$ cat src/rtl/i2c_pkg.sv
// Constants shared by the I2C master and target: FSM state codes, default
// target address, R/W bit position and ACK/NACK line levels.
package i2c_pkg;

  localparam logic [2:0] ST_IDLE     = 3'd0;
  localparam logic [2:0] ST_ADDR     = 3'd1;
  localparam logic [2:0] ST_ADDR_ACK = 3'd2;
  localparam logic [2:0] ST_WR       = 3'd3;
  localparam logic [2:0] ST_WR_ACK   = 3'd4;
  localparam logic [2:0] ST_RD       = 3'd5;
  localparam logic [2:0] ST_RD_ACK   = 3'd6;
  localparam logic [2:0] ST_IGNORE   = 3'd7;

  localparam logic [6:0] I2C_DEFAULT_ADDR = 7'h27;
  localparam int         I2C_RW_BIT       = 0;
  localparam logic       I2C_ACK          = 1'b0;
  localparam logic       I2C_NACK         = 1'b1;

endpackage

$ cat src/rtl/i2c_line_sync.sv
// Multi-stage synchronizer for one bus line plus a history flop that yields
// single-clk rise/fall strobes. All flops reset to the idle-bus level (1).
module i2c_line_sync #(
  parameter int P_SYNC = 2
) (
  input  logic clk,
  input  logic reset_p,
  input  logic i_line,
  output logic o_line,
  output logic o_rise,
  output logic o_fall
);

  logic [P_SYNC-1:0] sync_q, sync_d;
  logic              hist_q, hist_d;

  always_comb begin
    sync_d = {sync_q[P_SYNC-2:0], i_line};
    hist_d = sync_q[P_SYNC-1];
  end

  always_ff @(posedge clk or posedge reset_p) begin
    if (reset_p) begin
      sync_q <= '1;
      hist_q <= 1'b1;
    end else begin
      sync_q <= sync_d;
      hist_q <= hist_d;
    end
  end

  assign o_line = sync_q[P_SYNC-1];
  assign o_rise = sync_q[P_SYNC-1] & ~hist_q;
  assign o_fall = ~sync_q[P_SYNC-1] & hist_q;

endmodule

$ cat src/rtl/i2c_pcf8574_slave.sv
// I2C target emulating a PCF8574 I/O expander: written bytes appear on o_port
// with a one-clk strobe, reads return i_port. No clock stretching.
module i2c_pcf8574_slave
  import i2c_pkg::*;
#(
  parameter logic [6:0] P_ADDR = I2C_DEFAULT_ADDR,
  parameter int         P_SYNC = 2
) (
  input  logic       clk,
  input  logic       reset_p,
  input  logic       i_scl,
  input  logic       i_sda,
  output logic       o_sda_oe,
  output logic [7:0] o_port,
  output logic       o_port_valid,
  input  logic [7:0] i_port,
  output logic       o_busy
);

  logic scl_s, scl_rise, scl_fall;
  logic sda_s, sda_rise, sda_fall;

  i2c_line_sync #(.P_SYNC(P_SYNC)) u_scl_sync (
    .clk(clk), .reset_p(reset_p), .i_line(i_scl),
    .o_line(scl_s), .o_rise(scl_rise), .o_fall(scl_fall)
  );

  i2c_line_sync #(.P_SYNC(P_SYNC)) u_sda_sync (
    .clk(clk), .reset_p(reset_p), .i_line(i_sda),
    .o_line(sda_s), .o_rise(sda_rise), .o_fall(sda_fall)
  );

  logic [2:0] state_q, state_d;
  logic [2:0] bit_cnt_q, bit_cnt_d;
  logic [7:0] shift_q, shift_d;
  logic       bit_seen_q, bit_seen_d;
  logic       rw_q, rw_d;
  logic       sda_oe_q, sda_oe_d;
  logic [7:0] port_q, port_d;
  logic       port_valid_q, port_valid_d;
  logic       busy_q, busy_d;

  logic start_det, stop_det;
  assign start_det = sda_fall & scl_s;
  assign stop_det  = sda_rise & scl_s;

  always_comb begin
    state_d      = state_q;
    bit_cnt_d    = bit_cnt_q;
    shift_d      = shift_q;
    bit_seen_d   = bit_seen_q;
    rw_d         = rw_q;
    sda_oe_d     = sda_oe_q;
    port_d       = port_q;
    port_valid_d = 1'b0;
    busy_d       = busy_q;

    if (start_det) begin
      state_d    = ST_ADDR;
      bit_cnt_d  = 3'd0;
      bit_seen_d = 1'b0;
      sda_oe_d   = 1'b0;
      busy_d     = 1'b0;
    end else if (stop_det) begin
      state_d    = ST_IDLE;
      bit_cnt_d  = 3'd0;
      bit_seen_d = 1'b0;
      sda_oe_d   = 1'b0;
      busy_d     = 1'b0;
    end else begin
      case (state_q)
        // The SCL fall that follows START precedes any data bit, so a fall
        // only counts once a rise has shifted a bit in.
        ST_ADDR, ST_WR: begin
          if (scl_rise) begin
            shift_d    = {shift_q[6:0], sda_s};
            bit_seen_d = 1'b1;
          end else if (scl_fall && bit_seen_q) begin
            bit_seen_d = 1'b0;
            bit_cnt_d  = bit_cnt_q + 3'd1;
            if (bit_cnt_q == 3'd7) begin
              if (state_q == ST_WR) begin
                port_d       = shift_q;
                port_valid_d = 1'b1;
                sda_oe_d     = 1'b1;
                state_d      = ST_WR_ACK;
              end else if (shift_q[7:1] == P_ADDR) begin
                rw_d     = shift_q[I2C_RW_BIT];
                sda_oe_d = 1'b1;
                busy_d   = 1'b1;
                state_d  = ST_ADDR_ACK;
              end else begin
                state_d = ST_IGNORE;
              end
            end
          end
        end
        ST_ADDR_ACK: begin
          if (scl_fall) begin
            bit_cnt_d = 3'd0;
            if (rw_q) begin
              shift_d  = i_port;
              sda_oe_d = ~i_port[7];
              state_d  = ST_RD;
            end else begin
              sda_oe_d   = 1'b0;
              bit_seen_d = 1'b0;
              state_d    = ST_WR;
            end
          end
        end
        ST_WR_ACK: begin
          if (scl_fall) begin
            sda_oe_d   = 1'b0;
            bit_seen_d = 1'b0;
            state_d    = ST_WR;
          end
        end
        ST_RD: begin
          if (scl_fall) begin
            bit_cnt_d = bit_cnt_q + 3'd1;
            if (bit_cnt_q == 3'd7) begin
              sda_oe_d = 1'b0;
              state_d  = ST_RD_ACK;
            end else begin
              shift_d  = {shift_q[6:0], 1'b0};
              sda_oe_d = ~shift_q[6];
            end
          end
        end
        // A NACK ends the read at its rise; any later fall here follows an ACK.
        ST_RD_ACK: begin
          if (scl_rise && sda_s == I2C_NACK) begin
            sda_oe_d = 1'b0;
            busy_d   = 1'b0;
            state_d  = ST_IGNORE;
          end else if (scl_fall) begin
            bit_cnt_d = 3'd0;
            shift_d   = i_port;
            sda_oe_d  = ~i_port[7];
            state_d   = ST_RD;
          end
        end
        default: ;
      endcase
    end
  end

  always_ff @(posedge clk or posedge reset_p) begin
    if (reset_p) begin
      state_q      <= ST_IDLE;
      bit_cnt_q    <= 3'd0;
      shift_q      <= 8'h00;
      bit_seen_q   <= 1'b0;
      rw_q         <= 1'b0;
      sda_oe_q     <= 1'b0;
      port_q       <= 8'hFF;
      port_valid_q <= 1'b0;
      busy_q       <= 1'b0;
    end else begin
      state_q      <= state_d;
      bit_cnt_q    <= bit_cnt_d;
      shift_q      <= shift_d;
      bit_seen_q   <= bit_seen_d;
      rw_q         <= rw_d;
      sda_oe_q     <= sda_oe_d;
      port_q       <= port_d;
      port_valid_q <= port_valid_d;
      busy_q       <= busy_d;
    end
  end

  assign o_sda_oe     = sda_oe_q;
  assign o_port       = port_q;
  assign o_port_valid = port_valid_q;
  assign o_busy       = busy_q;

endmodule

$ cat config.mk
export PLATFORM = sky130hd
export DESIGN_NAME = i2c_pcf8574_slave
export DESIGN_NICKNAME = d
export VERILOG_FILES = /design/src/rtl/i2c_pkg.sv /design/src/rtl/i2c_line_sync.sv /design/src/rtl/i2c_pcf8574_slave.sv
export SDC_FILE = /design/constraint.sdc
export NUM_CORES = 1
export LEC_CHECK = 0
export BUFFER_PORTS_ARGS = -buffer_cell sky130_fd_sc_hd__buf_2
export CORE_MARGIN = 2
export CORE_UTILIZATION = 42
export DETAILED_ROUTE_END_ITERATION = 8
export PLACE_DENSITY_LB_ADDON = 0.3
export SLEW_MARGIN = 20
export SYNTH_ARGS = -nofsm -noshare
export SYNTH_HDL_FRONTEND = slang
export SYNTH_SLANG_ARGS = --single-unit
$ cat constraint.sdc
create_clock -name clk -period 1.6 [get_ports clk]
set_input_delay 0.32 -clock clk [delete_from_list [all_inputs] [get_ports clk]]
set_output_delay 0.32 -clock clk [all_outputs]
set_load 0.01 [all_outputs]
==> results of run 1 <==
## worst paths after layout
path	start	to	slack, ns	cells past startpoint
hold reg to reg	u_sda_sync.sync_q[0]	u_sda_sync.sync_q[1]	0.36	0
min in group clk	i_scl	u_scl_sync.sync_q[0]	0.13	1
setup reg to reg	u_scl_sync.hist_q	rw_q	-0.13	4
hold / removal	reset_p	state_q[0]	0.10	3
setup / recovery	u_scl_sync.hist_q	rw_q	-0.13	4
max in group asynchronous	reset_p	o_port[0]	1.16	3
## through the flow
step | std cells | power, mW | utilization [%] | setup TNS (ns) | instance area [um2]
finish | 272 | 2.49 | 60.5 | -2.26 | 2440
CTS | 271 | 2.50 | 59.7 | -2.56 | 2400
global placement | 261 | 1.61 | 55.0 | -2.25 | 2220
floorplan | 160 | 1.39 | - | -1.34 | 1800
global route | 272 | 2.62 | 60.5 | -3.94 | 2440
detailed placement | 261 | 1.66 | 55.0 | -3.12 | 2220
## power groups by stage
stage | Sequential [mW] | Clock [mW] | Combinational (mW)
5_1_grt | 1.08 | 0.869 | 0.670
4_1_cts | 1.06 | 0.831 | 0.610
3_3_place_gp | 1.06 | 0 | 0.559
3_5_place_dp | 1.06 | 0 | 0.598
2_1_floorplan | 1.06 | 0 | 0.325
6_report | 1.07 | 0.807 | 0.617
## final cells by class
type,count,area [um2]
Timing Repair Buffer,58,397
Clock buffer,7,86.3
Tap cell,50,62.6
Fill cell,348,1590
Inverter,4,20.0
Multi-Input combinational cell,119,998
Clock inverter,1,30.0
Sequential cell,33,845
## synthesized netlist by cell type (all sizes together), types with 2 or more instances
master and instances:
and3b 2, nor2b 5, nand4 3, nand2 31
inv 4, dfrtp 19, o21ai 6, a21bo 2
clkbuf 2, buf 3, nand3 4, o22ai 2
ha 2, mux2 18, nor2 8, dfstp 14
a21oi 9, nor3 3, nand2b 6
## worst reg2reg max path: cells and delay by family, from the launching register on
family           cells  cell delay [ns]
and+or+nand+nor      3             0.75
muxes                1             0.31
DFF                  1             0.55
## cells in the final DEF (no fill, tap or decap), types with 3 or more instances in the layout
cell type	synthesis	layout
nand2_1	30	29
nor2_1	8	8
nand4_1	3	3
dfstp_2	14	14
dfrtp_1	19	18
nor2b_1	4	3
mux2_4	16	17
buf_2	2	22
nand3_2	2	3
nand2b_1	6	5
clkbuf_8	0	6
buf_4	0	34
a21oi_1	8	8
o21ai_0	5	3
inv_1	3	3
## timing repair
item	CTS	global route
pin swaps	3	4
setup buffers	1	1
setup endpoints to repair	25	25
gates resized for setup	13	5
cloned	1	0
## sequential cells by signal, summed over array words and instances, names as in the netlist, 2 cells and up
name,count
o_port,8
u_scl_sync.sync_q,2
u_sda_sync.sync_q,2
state_q,3
shift_q,8
bit_cnt_q,3
## layer usage
layer	routed length (um)	GRT usage (%)
met1	1820	25.3
met3	181	5.36
met4	32	6.62
met5	0	0
met2	2300	37.4
## cells by family (layout without fill, tap and decap cells)
group,after synthesis,count (layout)
AOI/OAI and AO/OA,29,29
xor gates and xnor gates,1,1
adders and majority gates,2,2
buffers and inverters,9,70
DFF,33,33
muxes,18,18
and+or+nand+nor,68,69
==> results.yml, run 1 <==
critical_path:
  crit_fanout: 5
  worst-endpoint-arrival_ns: 1.91
  critical-path-top-delay-family: "simple AND/OR/NAND/NOR gates"
  slowest_delay_ns: 0.55
  crit_required_ns: 1.77
  worstSetupPathType: "reg2reg"
  crit_slowest_cell: "dfstp_2"
  start_kind: "register"
  crit_chain: "nand2b_1 > or3_4 > nor3_4 > mux2_4"
  endpoint_kind: "register"
  worst-path-buf-inv: 0
synthesis:
  synth.distinct_cells: 46
  netlist_top_cells_area: "dfrtp_1 (27%), dfstp_2 (21%), mux2_4 (14%)"
  synth_edf_count: 0
  syn-cell-area_um2: 1770
  synth_top_area_share_pct: 26.9
  synth_area_leader_cell: "dfrtp_1"
  syn_area_per_cell_um2: 11.0
  synth-async-reset-ratio_pct: 100
  synth_compound_area_share_pct: 12.2
  synthMuxAreaShare_pct: 14.9
  synth_fa_ha_area_share_pct: 1.42
  ys_ff_latch: 33
  synth-xor-area-share_pct: 0.496
  synth-simple-area-share_pct: 20.8
  syn-instance-count: 160
  ys_seq_area_share_pct: 47.8
  syn_nets: 174
  synthFlopType: "dfrtp_1"
  yosys_warnings: 0
  synth_top_family_by_area: "simple AND/OR/NAND/NOR gates"
run_status:
  violations: "setup timing"
  status: "complete, but fails checks"
power_and_ir_drop:
  p_sw_share_pct: 26.1
  pwr-share-comb_pct: 24.8
  clkPwrFrac_pct: 32.4
  p_per_area_nw_per_um2: 1020
  p_int_mw: 1.84
  irDropWorstVdd_v: 0.000464
  p_sw_mw: 0.649
  power_frac_seq_pct: 42.8
  p_leak_nw: 1.18
sta:
  max-slew-margin-rel_pct: 72.7
  setup_ws_ns: -0.132
  hold_viol_final: 0
  max_freq_mhz: 577
  holdWs_ns: 0.104
  setup_viol: 24
  report.final.slew_viol_count: 0
  rsz0062_at_grt: "yes"
  worst_clock_skew_ns: 0.00270
  period_share_pct: 108
  finalCriticalPeriod_ns: 1.73
  worst-slew-pin-transition_ns: 0.409
clocking:
  cts_max_path_buffers: 2
  cts_buffers: 5
  cts_tree: "done"
  path_clk_slew_ns: 0.07
  clockRootBuffer: "clkbuf_8"
  h-tree-depth: 2
  postCtsHoldBufs: 0
  clock_latency_ns: 0.29
  clock-sinks: 33
global_routing:
  grt_pass1_wl_um: 7110
  grt_antenna_before_repair: 0
  grt_max_degree: 34
  grt_pass1_vias: 1477
  grt_overflow: 0
  track_usage_pct: 21.2
detailed_routing:
  vias: 1431
  wl_per_cell_um: 15.9
  dr.pass1.iters: 4
  via_per_inst: 5.26
  route.detailed.drc: 0
  antenna_left: 0
  first_iter_violations: 63
  wirelength_um: 4330
hold_path:
  min_path_type: "in2async"
die:
  core_area_um2: 4030
  start_util_pct: 43.8
  ios: 23
  rows: 23
  die_w_um: 68.8
  dieArea_um2: 4740
  die_y_um: 68.8
placement:
  io_buffer_count: 22
  hpwl_um: 3220
  gp_congestion: 0.931
  post-place-ws_ns: -0.169
run:
  drv_cap: 0
finish:
  area.growth.synth_to_final_pct: 38.1
  nets: 235
  diodes: 0
  drive_gt1_share_pct: 55.9
No activity file was read; power rests on OpenSTA's default activity.
==> run 2: changes to the inputs <==
--- a/config.mk
+++ b/config.mk
@@ -10,6 +10,7 @@
 export CORE_UTILIZATION = 42
 export DETAILED_ROUTE_END_ITERATION = 8
 export PLACE_DENSITY_LB_ADDON = 0.3
+export SETUP_SLACK_MARGIN = 0.4
 export SLEW_MARGIN = 20
 export SYNTH_ARGS = -nofsm -noshare
 export SYNTH_HDL_FRONTEND = slang
==> run 2 against run 1 <==
  * Sequential power barely moved
  * The run still ends with setup timing left
  * Maximum frequency down 0.45%
  * Combinational power about the same
  * Die area unchanged
  * Clock skew grew 0.0049 ns
  * Largest power group unchanged
  * Non-clock buffer count up 9
==> results.yml, run 2 (synthesized netlist as in run 1, its figures left out) <==
die:
  core_area_um2: 4030
  die_y_um: 68.8
  start_util_pct: 43.8
  rows: 23
  die_w_um: 68.8
  ios: 23
  dieArea_um2: 4740
critical_path:
  start_kind: "register"
  crit_chain: "ha_2 > ha_4 > nand2_2 > or3_4 > nor3_4 > mux2_4"
  crit_cells: 6
  critPathLaunch: "bit_cnt_q[1]"
  cp-endpoint: "rw_q"
  crit_required_ns: 1.77
  crit_fanout: 5
  rr_startpoint: "bit_cnt_q[1]"
  r2r_end: "rw_q"
  endpoint_kind: "register"
  worstSetupPathType: "reg2reg"
  worst-endpoint-arrival_ns: 1.91
  critical-path-top-delay-family: "simple AND/OR/NAND/NOR gates"
  slowest_delay_ns: 0.39
  r2r_slack_ns: -0.14
  reg2regPathDepth: 6
  worst-path-buf-inv: 0
  crit_slowest_cell: "or3_4"
finish:
  area.growth.synth_to_final_pct: 47.9
  multi_input_area_um2: 1040
  final_cell_mix: "buf_4 (37), nand2_1 (28), dfrtp_1 (19)"
  diodes: 0
  nets: 244
  final_common_cell: "buf_4"
  drive_gt1_share_pct: 61.9
  fill_cells: 316
  regArea_um2: 843
sta:
  worst_clock_skew_ns: 0.00761
  holdWs_ns: 0.111
  setup_ws_ns: -0.140
  hold_viol_final: 0
  rsz0062_at_grt: "yes"
  worst-slew-pin-transition_ns: 0.418
  finalCriticalPeriod_ns: 1.74
  report.final.slew_viol_count: 0
  max_freq_mhz: 575
  setup_viol: 22
  period_share_pct: 109
  max-slew-margin-rel_pct: 72.1
global_routing:
  grt_antenna_before_repair: 0
  track_usage_pct: 22.0
  grt_pass1_vias: 1524
  grt_pass1_wl_um: 7380
  grt_max_degree: 34
  grt_overflow: 0
clocking:
  cts_tree: "done"
  clock_latency_ns: 0.29
  clock-sinks: 33
  postCtsHoldBufs: 0
  path_clk_slew_ns: 0.07
  cts_max_path_buffers: 2
  cts_buffers: 5
  h-tree-depth: 2
  clockRootBuffer: "clkbuf_8"
detailed_routing:
  antenna_left: 0
  first_iter_violations: 72
  dr.pass1.iters: 4
  vias: 1511
  route.detailed.drc: 0
  wl_per_cell_um: 16.8
  wirelength_um: 4730
  via_per_inst: 5.38
power_and_ir_drop:
  power.total_mw: 2.30
  p_per_area_nw_per_um2: 882
  p_leak_nw: 1.27
  irDropWorstVdd_v: 0.000469
run_status:
  status: "complete, but fails checks"
  violations: "setup timing"
placement:
  io_buffer_count: 22
  hpwl_um: 3040
  gp_congestion: 0.928
run:
  drv_cap: 0
hold_path:
  min_path_type: "in2async"
-- run 2: repair_timing --
action / 4_1_cts / 5_1_grt
gates cloned: 2 / 0
resized for setup: 26 / 13
buffers inserted: 12 / 3
endpoints found under the setup margin: 35 / 35
pin swaps: 10 / 5
-- run 2: routing by layer --
layer / wire [um] / vias up / part of all wire, % / GRT usage [%]
li1: - / 705 / - / -
met1: 2000 / 767 / 42 / 27.3
met2: 2480 / 31 / 52 / 37.7
met3: 169 / 8 / 3.6 / 4.38
met4: 83 / 0 / 1.8 / 8.09
met5: 0 / - / 0 / 0
-- run 2: cell type report --
type / count / share of cell area, %
Multi-Input combinational cell: 119 / 39.7
Clock buffer: 7 / 2.92
Inverter: 4 / 0.671
Timing Repair Buffer: 67 / 21.7
Tap cell: 50 / 2.40
Sequential cell: 33 / 32.3
Clock inverter: 1 / 0.287
-- run 2: worst min path at each step --
stage,to,cells after the start
2_1_floorplan,u_scl_sync.sync_q[0],0
3_3_place_gp,u_sda_sync.sync_q[1],0
3_5_place_dp,u_scl_sync.sync_q[1],0
4_1_cts,shift_q[3],3
5_1_grt,u_scl_sync.sync_q[0],1
6_report,shift_q[3],3
-- run 2: stage by stage --
stage | utilization, % | instance area, um2 | cells | TNS (ns) | setup WS, ns
after floorplan | - | 1830 | 160 | -1.38 | -0.120
after detailed placement | 54.6 | 2200 | 256 | -2.52 | -0.148
after global routing | 64.8 | 2610 | 281 | -3.61 | -0.190
final | 64.8 | 2610 | 281 | -2.27 | -0.140
after CTS | 62.7 | 2530 | 278 | -2.15 | -0.135
after global placement | 54.6 | 2200 | 256 | -1.71 | -0.109
-- run 2: worst min-delay path, stage by stage --
cell   delay, ns
buf_2       0.09
inv_1       0.04
buf_4       0.37
-- run 2: where the power goes --
part           internal [mW]  switching, mW
logic                  0.373          0.241
registers              0.963          0.109
clock network          0.307          0.308
==> run 3: changes to the inputs <==
==> constraint.sdc (replaced) <==
create_clock -name clk -period 1.6 [get_ports clk]
set_input_delay 0 -clock clk [delete_from_list [all_inputs] [get_ports clk]]
set_output_delay 0 -clock clk [all_outputs]
set_load 0.01 [all_outputs]
==> run 3 against run 2 <==
  * The flow still finishes with violations (setup timing)
  * Sequential power about the same
  * Maximum frequency down 0.18%
  * Flip-flop and latch count unchanged
  * Combinational power up 5.0%
  * Total power up 1.6%
  * Largest cell class unchanged
  * Highest routed layer unchanged
==> results.yml, run 3 (synthesized netlist as in run 1, its figures left out) <==
critical_path:
  start_kind: "register"
  slowest_delay_ns: 0.39
  crit_fanout: 5
  worstSetupPathType: "reg2reg"
  crit_chain: "ha_2 > ha_4 > nand2_2 > or3_4 > nor3_4 > mux2_4"
  crit_slowest_cell: "or3_4"
  endpoint_kind: "register"
  worst-endpoint-arrival_ns: 1.92
  crit_required_ns: 1.77
run:
  drv_cap: 0
sta:
  hold_viol_final: 0
  setup_viol: 23
  timing.setup.tns_ns: -2.12
  setup_ws_ns: -0.143
  max_freq_mhz: 574
  period_share_pct: 109
  worst-slew-pin-transition_ns: 0.419
  finalCriticalPeriod_ns: 1.74
  max-slew-margin-rel_pct: 72.1
  report.final.slew_viol_count: 0
  rsz0062_at_grt: "yes"
  worst_clock_skew_ns: 0.00446
detailed_routing:
  first_iter_violations: 110
  wl_per_cell_um: 17.1
  via_per_inst: 5.42
  antenna_left: 0
  dr.pass1.iters: 4
  wirelength_um: 4790
  vias: 1518
  route.detailed.drc: 0
global_routing:
  grt_antenna_before_repair: 0
  grt_max_degree: 34
  grt_overflow: 0
  grt_pass1_vias: 1512
  grt_pass1_wl_um: 7390
  track_usage_pct: 21.9
clocking:
  cts_tree: "done"
  h-tree-depth: 2
  cts_buffers: 5
  clock_latency_ns: 0.29
  path_clk_slew_ns: 0.07
  clockRootBuffer: "clkbuf_8"
  clock-sinks: 33
  cts_max_path_buffers: 2
power_and_ir_drop:
  p_per_area_nw_per_um2: 912
  irDropWorstVdd_v: 0.000457
  p_leak_nw: 1.26
die:
  ios: 23
  rows: 23
  core_area_um2: 4030
  die_y_um: 68.8
  dieArea_um2: 4740
  start_util_pct: 43.8
  die_w_um: 68.8
finish:
  final_cell_mix: "buf_4 (32), nand2_1 (28), buf_2 (22)"
  area.growth.synth_to_final_pct: 45.4
  nets: 243
  fin_area_um2: 2570
  fill_cells: 330
  drive_gt1_share_pct: 60.0
  final_common_cell: "buf_4"
  diodes: 0
placement:
  gp_congestion: 0.928
  io_buffer_count: 22
  place_area_um2: 2200
  hpwl_um: 3040
hold_path:
  min_path_type: "in2reg"
run_status:
  status: "complete, but fails checks"
  violations: "setup timing"
run 3: changes by cell type in the layout (fill, tap and decap cells not counted), sizes merged:
cell	previous run	this run
buf	66	62
dlygate4sd3	0	3
run 3: cell type report:
cell class                      count  area, um2  share of cell area (%)
Sequential cell                    33        843                    32.9
Timing Repair Buffer               66        520                    20.3
Inverter                            4       17.5                   0.683
Clock buffer                        7       76.3                    2.97
Clock inverter                      1       7.51                   0.293
Multi-Input combinational cell    119       1040                    40.5
Tap cell                           50       62.6                    2.44
run 3: through the flow:
stage                     util, %  power (mW)  setup slack, ns  hold slack (ns)  instances
after CTS                    61.5        2.30           -0.135           0.0322        277
after floorplan                 -        1.39           -0.120          0.00448        160
after detailed placement     54.6        1.63           -0.148            0.106        256
after global routing         63.7        2.46           -0.182           0.0404        280
after global placement       54.6        1.59           -0.109           0.0982        256
final                        63.7        2.34           -0.143           0.0365        280
run 3: path summary, 6_finish.rpt:
kind	startpoint	end	slack, ns	depth (start not counted)
max	bit_cnt_q[0]	rw_q	-0.14	6
min reg2reg	u_sda_sync.sync_q[0]	u_sda_sync.sync_q[1]	0.36	0
min	i_port[6]	shift_q[6]	0.04	4
max reg2reg	bit_cnt_q[0]	rw_q	-0.14	6
min in group asynchronous	reset_p	shift_q[3]	0.34	4
max in group asynchronous	reset_p	o_port[0]	0.93	4
run 3: critical path: cells and delay by family (launching register included):
family	cells	cell delay, ns
mux	1	0.32
flops	1	0.36
fa+ha+maj	2	0.35
simple gates	3	0.60
run 3: timing repair:
item	4_1_cts	5_1_grt
gates cloned	2	0
hold buffers	3	0
setup buffers	8	3
hold endpoints to repair	21	0
setup endpoints to repair	27	27
gates resized for setup	18	13
pin swaps	10	8
run 3: where the power goes:
| group | total [mW] | internal, mW | leakage (nW) | switching, mW |
|---|---|---|---|---|
| clock network | 0.621 | 0.308 | 0.0385 | 0.314 |
| logic | 0.645 | 0.398 | 0.821 | 0.247 |
| registers | 1.07 | 0.963 | 0.396 | 0.111 |
| total | 2.34 | 1.67 | 1.26 | 0.672 |
run 3: layer usage:
layer  global-route usage, %  up-vias  routed length (um)
li1                        -      701                   -
met1                    27.1      759                2020
met2                    37.6       45                2450
met3                    4.38       13                 192
met4                    8.33        0                 121
met5                       0        -                   0
